$ cat src/rtl/imem_port_arb_if.sv
`default_nettype none
// ============================================================================
// Module   : imem_port_arb_if
// Purpose  : IFU fetch, loader/debug and imem macro signals for imem_port_arb.
// Revision : 1.0 - initial release
// ============================================================================
interface imem_port_arb_if #(
  parameter int AW     = 32,
  parameter int MEM_DP = 16384
);
  localparam int WIDX = $clog2(MEM_DP / 4);

  logic            ifu_req_valid;
  logic            ifu_req_ready;
  logic [AW-1:0]   ifu_req_addr;
  logic            ifu_rsp_valid;
  logic [31:0]     ifu_rsp_data;
  logic            ifu_rsp_err;

  logic            ld_lock;
  logic            ld_req_valid;
  logic            ld_req_ready;
  logic            ld_req_we;
  logic [AW-1:0]   ld_req_addr;
  logic [31:0]     ld_req_wdata;
  logic [3:0]      ld_req_wstrb;
  logic            ld_rsp_valid;
  logic [31:0]     ld_rsp_rdata;
  logic            ld_rsp_err;

  logic            mem_cs;
  logic            mem_we;
  logic [WIDX-1:0] mem_addr;
  logic [31:0]     mem_wdata;
  logic [3:0]      mem_wstrb;
  logic [31:0]     mem_rdata;

  // Arbiter side
  modport slave (
    input  ifu_req_valid, ifu_req_addr,
    output ifu_req_ready, ifu_rsp_valid, ifu_rsp_data, ifu_rsp_err,
    input  ld_lock, ld_req_valid, ld_req_we, ld_req_addr, ld_req_wdata, ld_req_wstrb,
    output ld_req_ready, ld_rsp_valid, ld_rsp_rdata, ld_rsp_err,
    output mem_cs, mem_we, mem_addr, mem_wdata, mem_wstrb,
    input  mem_rdata
  );

  // Requester / memory-model side
  modport master (
    output ifu_req_valid, ifu_req_addr,
    input  ifu_req_ready, ifu_rsp_valid, ifu_rsp_data, ifu_rsp_err,
    output ld_lock, ld_req_valid, ld_req_we, ld_req_addr, ld_req_wdata, ld_req_wstrb,
    input  ld_req_ready, ld_rsp_valid, ld_rsp_rdata, ld_rsp_err,
    input  mem_cs, mem_we, mem_addr, mem_wdata, mem_wstrb,
    output mem_rdata
  );
endinterface

`default_nettype wire

$ cat src/rtl/imem_port_arb.sv
`default_nettype none
// ============================================================================
// Module   : imem_port_arb
// Purpose  : Round-robin arbiter for the single-port imem between IFU and loader.
// Revision : 1.0 - initial release
// ============================================================================
module imem_port_arb #(
  parameter int AW     = 32,
  parameter int MEM_DP = 16384
) (
  input  wire logic      sys_clk,
  input  wire logic      sys_rst,
  imem_port_arb_if.slave bus
);
  localparam int            WIDX      = $clog2(MEM_DP / 4);
  localparam logic [AW-1:0] c_mem_lim = AW'(MEM_DP);

  logic          r_rr_last_ld;
  logic          r_ifu_rsp_valid;
  logic          r_ld_rsp_valid;
  logic          r_ifu_rsp_err;
  logic          r_ld_rsp_err;
  logic          r_rsp_rd;

  logic          w_ifu_elig;
  logic          w_ld_elig;
  logic          w_grant_ifu;
  logic          w_grant_ld;
  logic          w_grant;
  logic          w_err;
  logic          w_access;
  logic          w_write;
  logic [AW-1:0] w_addr;

  // Grants are held off while reset is asserted so every output reads 0 during reset.
  always_comb begin
    w_ifu_elig  = bus.ifu_req_valid & ~bus.ld_lock & ~sys_rst;
    w_ld_elig   = bus.ld_req_valid & ~sys_rst;
    w_grant_ifu = w_ifu_elig & (~w_ld_elig | r_rr_last_ld);
    w_grant_ld  = w_ld_elig & (~w_ifu_elig | ~r_rr_last_ld);
    w_grant     = w_grant_ifu | w_grant_ld;
    w_addr      = w_grant_ld ? bus.ld_req_addr : bus.ifu_req_addr;
    w_err       = (w_addr[1:0] != 2'b00) | (w_addr >= c_mem_lim);
    w_access    = w_grant & ~w_err;
    w_write     = w_access & w_grant_ld & bus.ld_req_we;
  end

  assign bus.ifu_req_ready = w_grant_ifu;
  assign bus.ld_req_ready  = w_grant_ld;

  assign bus.mem_cs    = w_access;
  assign bus.mem_we    = w_write;
  assign bus.mem_addr  = w_access ? w_addr[WIDX+1:2] : '0;
  assign bus.mem_wdata = w_write ? bus.ld_req_wdata : 32'h0;
  assign bus.mem_wstrb = w_write ? bus.ld_req_wstrb : (w_access ? 4'hF : 4'h0);

  always_ff @(posedge sys_clk or posedge sys_rst) begin
    if (sys_rst) begin
      r_rr_last_ld    <= 1'b1;
      r_ifu_rsp_valid <= 1'b0;
      r_ld_rsp_valid  <= 1'b0;
      r_ifu_rsp_err   <= 1'b0;
      r_ld_rsp_err    <= 1'b0;
      r_rsp_rd        <= 1'b0;
    end else begin
      r_ifu_rsp_valid <= w_grant_ifu;
      r_ld_rsp_valid  <= w_grant_ld;
      r_ifu_rsp_err   <= w_grant_ifu & w_err;
      r_ld_rsp_err    <= w_grant_ld & w_err;
      r_rsp_rd        <= w_access & ~w_write;
      if (w_grant) begin
        r_rr_last_ld <= w_grant_ld;
      end
    end
  end

  // Read data is forwarded straight from the macro, which answers one cycle after mem_cs.
  assign bus.ifu_rsp_valid = r_ifu_rsp_valid;
  assign bus.ifu_rsp_err   = r_ifu_rsp_err;
  assign bus.ifu_rsp_data  = (r_ifu_rsp_valid & r_rsp_rd) ? bus.mem_rdata : 32'h0;
  assign bus.ld_rsp_valid  = r_ld_rsp_valid;
  assign bus.ld_rsp_err    = r_ld_rsp_err;
  assign bus.ld_rsp_rdata  = (r_ld_rsp_valid & r_rsp_rd) ? bus.mem_rdata : 32'h0;

endmodule

`default_nettype wire

$ cat src/flat_wrapper.sv
// flat-port wrapper written by rule: the top's interface ports become plain ports
module imem_port_arb_flat 
#(
  parameter int AW     = 32,
  parameter int MEM_DP = 16384
)
  (sys_clk, sys_rst, bus_ifu_req_valid, bus_ifu_req_addr, bus_ifu_req_ready, bus_ifu_rsp_valid, bus_ifu_rsp_data, bus_ifu_rsp_err, bus_ld_lock, bus_ld_req_valid, bus_ld_req_we, bus_ld_req_addr, bus_ld_req_wdata, bus_ld_req_wstrb, bus_ld_req_ready, bus_ld_rsp_valid, bus_ld_rsp_rdata, bus_ld_rsp_err, bus_mem_cs, bus_mem_we, bus_mem_addr, bus_mem_wdata, bus_mem_wstrb, bus_mem_rdata);
  imem_port_arb_if #(.AW(AW), .MEM_DP(MEM_DP)) bus_i ();
  input  wire logic sys_clk;
  input  wire logic sys_rst;
  input wire logic [$bits(bus_i.ifu_req_valid)-1:0] bus_ifu_req_valid;
  input wire logic [$bits(bus_i.ifu_req_addr)-1:0] bus_ifu_req_addr;
  output wire logic [$bits(bus_i.ifu_req_ready)-1:0] bus_ifu_req_ready;
  output wire logic [$bits(bus_i.ifu_rsp_valid)-1:0] bus_ifu_rsp_valid;
  output wire logic [$bits(bus_i.ifu_rsp_data)-1:0] bus_ifu_rsp_data;
  output wire logic [$bits(bus_i.ifu_rsp_err)-1:0] bus_ifu_rsp_err;
  input wire logic [$bits(bus_i.ld_lock)-1:0] bus_ld_lock;
  input wire logic [$bits(bus_i.ld_req_valid)-1:0] bus_ld_req_valid;
  input wire logic [$bits(bus_i.ld_req_we)-1:0] bus_ld_req_we;
  input wire logic [$bits(bus_i.ld_req_addr)-1:0] bus_ld_req_addr;
  input wire logic [$bits(bus_i.ld_req_wdata)-1:0] bus_ld_req_wdata;
  input wire logic [$bits(bus_i.ld_req_wstrb)-1:0] bus_ld_req_wstrb;
  output wire logic [$bits(bus_i.ld_req_ready)-1:0] bus_ld_req_ready;
  output wire logic [$bits(bus_i.ld_rsp_valid)-1:0] bus_ld_rsp_valid;
  output wire logic [$bits(bus_i.ld_rsp_rdata)-1:0] bus_ld_rsp_rdata;
  output wire logic [$bits(bus_i.ld_rsp_err)-1:0] bus_ld_rsp_err;
  output wire logic [$bits(bus_i.mem_cs)-1:0] bus_mem_cs;
  output wire logic [$bits(bus_i.mem_we)-1:0] bus_mem_we;
  output wire logic [$bits(bus_i.mem_addr)-1:0] bus_mem_addr;
  output wire logic [$bits(bus_i.mem_wdata)-1:0] bus_mem_wdata;
  output wire logic [$bits(bus_i.mem_wstrb)-1:0] bus_mem_wstrb;
  input wire logic [$bits(bus_i.mem_rdata)-1:0] bus_mem_rdata;
  assign bus_i.ifu_req_valid = bus_ifu_req_valid;
  assign bus_i.ifu_req_addr = bus_ifu_req_addr;
  assign bus_ifu_req_ready = bus_i.ifu_req_ready;
  assign bus_ifu_rsp_valid = bus_i.ifu_rsp_valid;
  assign bus_ifu_rsp_data = bus_i.ifu_rsp_data;
  assign bus_ifu_rsp_err = bus_i.ifu_rsp_err;
  assign bus_i.ld_lock = bus_ld_lock;
  assign bus_i.ld_req_valid = bus_ld_req_valid;
  assign bus_i.ld_req_we = bus_ld_req_we;
  assign bus_i.ld_req_addr = bus_ld_req_addr;
  assign bus_i.ld_req_wdata = bus_ld_req_wdata;
  assign bus_i.ld_req_wstrb = bus_ld_req_wstrb;
  assign bus_ld_req_ready = bus_i.ld_req_ready;
  assign bus_ld_rsp_valid = bus_i.ld_rsp_valid;
  assign bus_ld_rsp_rdata = bus_i.ld_rsp_rdata;
  assign bus_ld_rsp_err = bus_i.ld_rsp_err;
  assign bus_mem_cs = bus_i.mem_cs;
  assign bus_mem_we = bus_i.mem_we;
  assign bus_mem_addr = bus_i.mem_addr;
  assign bus_mem_wdata = bus_i.mem_wdata;
  assign bus_mem_wstrb = bus_i.mem_wstrb;
  assign bus_i.mem_rdata = bus_mem_rdata;
  imem_port_arb #(.AW(AW), .MEM_DP(MEM_DP)) u_core (.sys_clk(sys_clk), .sys_rst(sys_rst), .bus(bus_i));
endmodule
$ cat config.mk
export PLATFORM = sky130hd
export DESIGN_NAME = imem_port_arb_flat
export DESIGN_NICKNAME = d
export VERILOG_FILES = /design/src/rtl/imem_port_arb_if.sv /design/src/rtl/imem_port_arb.sv /design/src/flat_wrapper.sv
export SDC_FILE = /design/constraint.sdc
export NUM_CORES = 1
export LEC_CHECK = 0
export CAP_MARGIN = 10
export CORE_AREA = 2 2 99 101
export DETAILED_ROUTE_END_ITERATION = 6
export DIE_AREA = 0 0 101 103
export PLACE_DENSITY = 0.64
export SETUP_SLACK_MARGIN = 0.15
export SLEW_MARGIN = 20
export SYNTH_ARGS = -nofsm -noshare
export SYNTH_HDL_FRONTEND = slang
export SYNTH_SLANG_ARGS = --single-unit
$ cat constraint.sdc
create_clock -name sys_clk -period 1.9 [get_ports sys_clk]
set_input_delay 0.285 -clock sys_clk [delete_from_list [all_inputs] [get_ports sys_clk]]
set_output_delay 0.285 -clock sys_clk [all_outputs]
set_load 0.02 [all_outputs]
==> flow_summary.toml, run 1 <==
[clocking]
cts_buffers = 3
cts.path.max_buffers = 2
clock_sinks = 6
clock-root-buffer = "clkbuf_8"
cts_tree = "done"
insertion_delay_ns = 0.22
cts.clk_slew.worst_paths_ns = 0.04
htree_levels = 1

[die]
die_y_um = 103
ios = 258
core_area_um2 = 9460
die_x_um = 101
start_util_pct = 13.6
std_cell_rows = 36
die_area_um2 = 10400

[global_route]
grt_pass1_vias = 2362
overflow = 0
antenna_found_initial = 0
grt_first_pass_wirelength_um = 12100
grt_max_degree = 35
grt_usage_pct = 14.5

[synth]
syn_avg_cell_area_um2 = 7.29
yosys_warnings = 0
synth_seq_cells = 6
syn_nets = 314
synth_cells = 176
ys_seq_area_share_pct = 11.8
synth_area_um2 = 1280
synth.distinct_cells = 27

[final_layout]
design_area_um2 = 4320
fin_nets = 592
drive_gt1_share_pct = 36.0
syn_to_final_growth_pct = 237
antenna_cells = 0
fillerInstances = 1013

[critical_path]
crit_path_max_incr_delay_ns = 0.53
critical-path-top-delay-family = "buffers and inverters"
worst_setup_path_end_kind = "output port"
worstSetupPathType = "reg -> out"
cp_max_fo = 4
start_kind = "flop"
crit_slowest_cell = "dfstp_2"
crit_required_ns = 1.62
crit_chain = "inv_2 > o21ai_4 > buf_6 > nor3_4 > buf_6 > buf_6 > clkbuf_16 > a32o_2 > buf_6"
cp_data_arrival_time_ns = 1.82
worst-path-buf-inv = 6
crit_top_cell = "buf_6"

[power_and_ir_drop]
max-vdd-ir-drop_uv = 124
p_leak_nw = 2.46
powerDensity_nw_per_um2 = 172

[route]
drcViolationCount = 0
drt_iter0_markers = 67
drtPass1Iterations = 4
wire_per_inst_um = 15.0
vias = 2423
finalWirelength_um = 8510
avgViaCountPerCell = 4.27
postRouteAntennaNets = 0

[timing]
period_share_pct = 111
setup_viol = 49
fmax_mhz = 475
max_slew.worst_pin.slew_ns = 0.251
rsz0062_at_grt = "yes"
tns_ns = -4.99
fin_ws_ns = -0.204
finalHoldViolCount = 0
drv_slew = 0
period_minus_slack_ns = 2.10
slew_headroom_pct = 83.1
fin_worst_skew_ns = 0.00353

[place]
globalplace.congestion = 0.684
post-dp-hpwl_um = 6690
placed_cell_area_um2 = 4180
io_buffers = 257

[status]
violations = "setup timing"
status = "finished with violations"

[hold_path]
hold_class = "in -> async"

[flow_run]
maxCapViolCount = 0
## cells in the final DEF (no fill, tap or decap), types with 2 or more instances in the layout
cell and n:
inv_1 2, dfrtp_1 5, buf_2 10, nor2b_4 2, buf_4 50, clkdlybuf4s15_1 9, inv_2 2, buf_12 6
a22o_1 5, and2_1 3, buf_16 2, a32o_2 10, and2_2 28, clkdlybuf4s15_2 2, nand2_1 2, and3_1 64
clkbuf_8 3, nor4_1 4, a32o_1 2, buf_6 29, nor2_1 4, nor4_2 5, dlygate4sd2_1 84, nor3_4 2
nor4_4 3, clkdlybuf4s50_1 97, nand2b_1 4
## power by group
part	leakage (nW)	switching, mW	internal (mW)	total (mW)
Sequential	0.0777	0.00483	0.139	0.143
Combinational	2.36	0.123	0.280	0.403
Clock	0.0228	0.0547	0.144	0.199
## through the flow
stage               power, mW  setup WS, ns  hold slack [ns]  util (%)  cells
floorplan               0.200         0.129           0.0836         -    176
global placement        0.544        -0.829            0.623      44.2    547
detailed placement      0.548        -0.860            0.636      44.2    547
CTS                     0.738        -0.266            0.316      44.7    562
global route            0.790        -0.275            0.341      45.7    567
finish                  0.745        -0.204            0.315      45.7    567
## Yosys cell counts
cell type	n	share of area [%]
a21boi_0	1	0.59
nor3_4	1	1.3
nand2b_1	5	2.4
nor3_2	1	0.78
clkbuf_1	13	3.8
a22o_1	5	3.4
nand3_1	1	0.39
nor4_1	8	3.9
dfstp_2	1	2.0
and3_1	64	31
and2_1	32	16
nor2_1	4	1.2
a32o_1	12	9.4
o21ai_2	1	0.68
buf_6	3	2.6
nand3_2	1	0.78
nor4_4	1	1.7
dfrtp_1	5	9.8
nor2b_1	2	0.98
buf_4	1	0.59
inv_1	4	1.2
nor4_2	3	2.9
buf_2	2	0.78
nand2_1	2	0.59
nor2_2	1	0.49
a21oi_1	1	0.39
o21a_1	1	0.59
## registers in the layout, summed over array words and instances, names as in the netlist
name / cells
u_core.bus.ifu_rsp_err: 1
u_core.bus.ifu_rsp_valid: 1
u_core.bus.ld_rsp_err: 1
u_core.bus.ld_rsp_valid: 1
u_core.r_rr_last_ld: 1
u_core.r_rsp_rd: 1
## tightest hold or removal path, cell delays in order
cell and delay (ns):
clkdlybuf4s15_2 0.21, buf_4 0.15, inv_1 0.07, buf_4 0.15
## logic make-up (layout without fill, tap and decap cells)
logic type      Yosys count  count (layout)  synth area share, %
simple gates            126             126                 64.2
buf+inv                  23             300                 8.98
flops                     6               6                 11.8
compound gates           21              21                 15.0
## metal layers
layer | vias to the layer above | routed length (µm) | GRT usage, %
li1 | 1205 | - | -
met1 | 1090 | 3070 | 16.1
met2 | 124 | 4550 | 28.1
met3 | 4 | 813 | 3.25
met4 | 0 | 76 | 3.53
met5 | - | 0 | 0
## cell type report
cell class	instances	area, µm²	share of cell area (%)
clock buffer	4	45.0	1.04
sequential	6	151	3.50
multi-input combinational	147	1150	26.6
inverter	4	15.0	0.347
tap	114	143	3.30
timing repair buffer	292	2820	65.2
## what timing repair did
action,CTS,global route
buffers inserted,8,4
resized for setup,443,17
pin swaps,13,7
hold buffers,0,0
setup endpoints to repair,116,52
gates cloned,3,1
## path summary, 6_finish.rpt
check                                     from                       to  slack, ns  cells past startpoint
min in group sys_clk       bus_ld_req_addr[18]    u_core.bus.ld_rsp_err       0.53                      6
max reg2reg                u_core.r_rr_last_ld          u_core.r_rsp_rd       0.21                      9
max in group asynchronous              sys_rst      u_core.r_rr_last_ld       1.38                      4
max                        u_core.r_rr_last_ld          bus_mem_addr[7]      -0.20                      9
min                                    sys_rst          u_core.r_rsp_rd       0.32                      4
min reg2reg                u_core.r_rr_last_ld  u_core.bus.ld_rsp_valid       0.75                      4
(Power assumes the default switching activity.)
==> run 2, diff against run 1 <==
--- a/config.mk
+++ b/config.mk
@@ -6,10 +6,10 @@
 export NUM_CORES = 1
 export LEC_CHECK = 0
 export CAP_MARGIN = 10
-export CORE_AREA = 2 2 99 101
+export CORE_AREA = 2 2 100 102
 export DETAILED_ROUTE_END_ITERATION = 6
-export DIE_AREA = 0 0 101 103
-export PLACE_DENSITY = 0.64
+export DIE_AREA = 0 0 102 104
+export PLACE_DENSITY = 0.63
 export SETUP_SLACK_MARGIN = 0.15
 export SLEW_MARGIN = 20
 export SYNTH_ARGS = -nofsm -noshare
==> constraint.sdc (replaced) <==
create_clock -name sys_clk -period 2.6 [get_ports sys_clk]
set_input_delay 0.39 -clock sys_clk [delete_from_list [all_inputs] [get_ports sys_clk]]
set_output_delay 0.39 -clock sys_clk [all_outputs]
set_load 0.02 [all_outputs]
==> run 2 against run 1 <==
  * Highest routed layer unchanged
  * Non-clock buffer count is 1 lower
  * Power shrank 27%
  * Die area rose by 2.0%
  * Global-route usage fell by 0.52 points
  * Critical path depth stayed put
  * Wire length rose by 1.4%
  * The flow now finishes without violations
  * Core utilization increased by 1.2 points
  * Hold slack improved by 0.050 ns
  * Via count increased by 1.7%
  * Count of clock-buffer cells in the layout is the same
  * Final area up 3.6%
==> flow_summary.toml, run 2 (synthesis gave the netlist of run 1 again) <==
[power_and_ir_drop]
pwr-share-clk_pct = 27.4
pwr-share-comb_pct = 53.1
fin_total_pwr_mw = 0.542
seqPwrFrac_pct = 19.4
power_switching_mw = 0.134
p_leak_nw = 2.15
max-vdd-ir-drop_uv = 97.3
powerDensity_nw_per_um2 = 121
intPower_mw = 0.408
switching_share_pct = 24.8

[final_layout]
fillerInstances = 948
design_area_um2 = 4480
drive_gt1_share_pct = 31.2
syn_to_final_growth_pct = 249
fin_nets = 591
final_common_cell = "clkdlybuf4s50_1"
antenna_cells = 0
layout_common_cells = "183 x clkdlybuf4s50_1, 64 x and3_1, 40 x buf_6"
fin_util_pct = 46.9

[global_route]
grt_usage_pct = 14.0
antenna_found_initial = 0
overflow = 0
grt_pass1_vias = 2370
grt_max_degree = 65
grt_first_pass_wirelength_um = 12000

[clocking]
htree_levels = 1
cts_buffers = 3
clock-root-buffer = "clkbuf_8"
cts_hold_buffers = 0
cts.path.max_buffers = 2
cts.clk_slew.worst_paths_ns = 0.04
clock_sinks = 6
insertion_delay_ns = 0.23
cts_tree = "done"

[critical_path]
worst_setup_path_end_kind = "output port"
crit_top_cell = "buf_6"
crit_chain = "clkdlybuf4s50_1 > nand2b_4 > o21ai_4 > nor4_4 > buf_4 > buf_6 > clkbuf_16 > and2_4 > buf_6"
r2r_setup_slack_ns = 0.81
crit_slowest_cell = "clkdlybuf4s50_1"
crit_required_ns = 2.21
critical-path-top-delay-family = "buffers and inverters"
cp_data_arrival_time_ns = 2.01
crit_path_max_incr_delay_ns = 0.45
cp_max_fo = 4
start_kind = "primary input"
worstSetupPathType = "in -> out"
worstReg2RegStart = "u_core.r_rr_last_ld"
worst-path-buf-inv = 5
critPathLaunch = "bus_ld_lock"

[route]
postRouteAntennaNets = 0
finalWirelength_um = 8630
avgViaCountPerCell = 4.21
vias = 2464
drcViolationCount = 0
wire_per_inst_um = 14.7
drt_iter0_markers = 83
drtPass1Iterations = 4

[timing]
max_slew.worst_pin.slew_ns = 0.402
slew_headroom_pct = 73.2
drv_slew = 0
tns_ns = 0
holdWs_ns = 0.365
fmax_mhz = 417
period_minus_slack_ns = 2.40
rsz0062_at_grt = "no"
period_share_pct = 92.3
setup_viol = 0
finalHoldViolCount = 0
fin_worst_skew_ns = 0.00448

[die]
die_area_um2 = 10600
die_x_um = 102
std_cell_rows = 36
ios = 258
start_util_pct = 13.4
die_y_um = 104
core_area_um2 = 9550

[place]
placed_cell_area_um2 = 4090
io_buffers = 257
post-dp-hpwl_um = 6460
globalplace.congestion = 0.799

[hold_path]
hold_class = "in -> async"

[flow_run]
maxCapViolCount = 0

[status]
status = "finished clean"
==> run 2: cell count changes in the layout (fill, tap and decap cells not counted), sizes merged <==
| cell | change |
|---|---|
| buf | -15 |
| bufbuf | -1 |
| clkbuf | +4 |
| clkdlybuf4s15 | -6 |
| clkdlybuf4s50 | +86 |
| dlygate4sd2 | -77 |
| dlymetal6s2s | +8 |
==> run 2: repair_timing <==
item | CTS | global route
endpoints found under the setup margin | 52 | 51
endpoints found under the hold margin | 0 | 0
setup buffers | 9 | 3
gates cloned | 4 | 1
gates resized for setup | 230 | 129
pin swaps | 7 | 24
==> run 2: final timing paths <==
| check | endpoint | cells past startpoint |
|---|---|---|
| min reg2reg | u_core.r_rr_last_ld | 2 |
| max reg2reg | u_core.r_rsp_rd | 8 |
| min in group sys_clk | u_core.r_rr_last_ld | 2 |
| min | u_core.r_rsp_rd | 4 |
| max in group asynchronous | u_core.r_rr_last_ld | 4 |
| max | bus_mem_wdata[13] | 9 |
==> run 2: power by group through the flow <==
stage / sequential (mW) / combinational (mW) / clock (mW)
final: 0.105 / 0.288 / 0.149
after detailed placement: 0.107 / 0.282 / 0
after global routing: 0.106 / 0.306 / 0.162
after floorplan: 0.110 / 0.0340 / 0
after CTS: 0.106 / 0.283 / 0.151
after global placement: 0.106 / 0.277 / 0
==> run 2: layout make-up <==
cell class              count  area (µm²)  area share [%]
flip-flops and latches      6         151            3.38
multi-input cells         147        1170            26.1
inverters                   4        15.0           0.335
repair buffers            291        2930            65.5
well taps                 133         166            3.72
clock buffers               4        45.0            1.01
==> run 2: through the flow <==
| stage | setup WS, ns | std cells |
|---|---|---|
| 2_1_floorplan | 0.575 | 176 |
| 3_3_place_gp | -0.388 | 564 |
| 3_5_place_dp | -0.436 | 564 |
| 4_1_cts | 0.0615 | 581 |
| 5_1_grt | 0.149 | 585 |
| 6_report | 0.200 | 585 |
==> run 2: worst reg2reg max path, stage by stage (launching register included) <==
cell	delay, ns
dfstp_2	0.55
inv_1	0.07
o21ai_4	0.25
nor3_4	0.09
buf_12	0.14
buf_16	0.13
buf_6	0.12
buf_4	0.13
a22o_1	0.21
==> run 2: metal layers <==
metal | vias to the layer above | track usage (%) | routed length (µm) | part of all wire (%)
met5 | - | 0 | 0 | 0
met4 | 0 | 3.14 | 94 | 1.1
met3 | 7 | 2.28 | 826 | 9.6
met2 | 146 | 27.4 | 4650 | 54
met1 | 1107 | 15.2 | 3050 | 35
li1 | 1204 | - | - | -
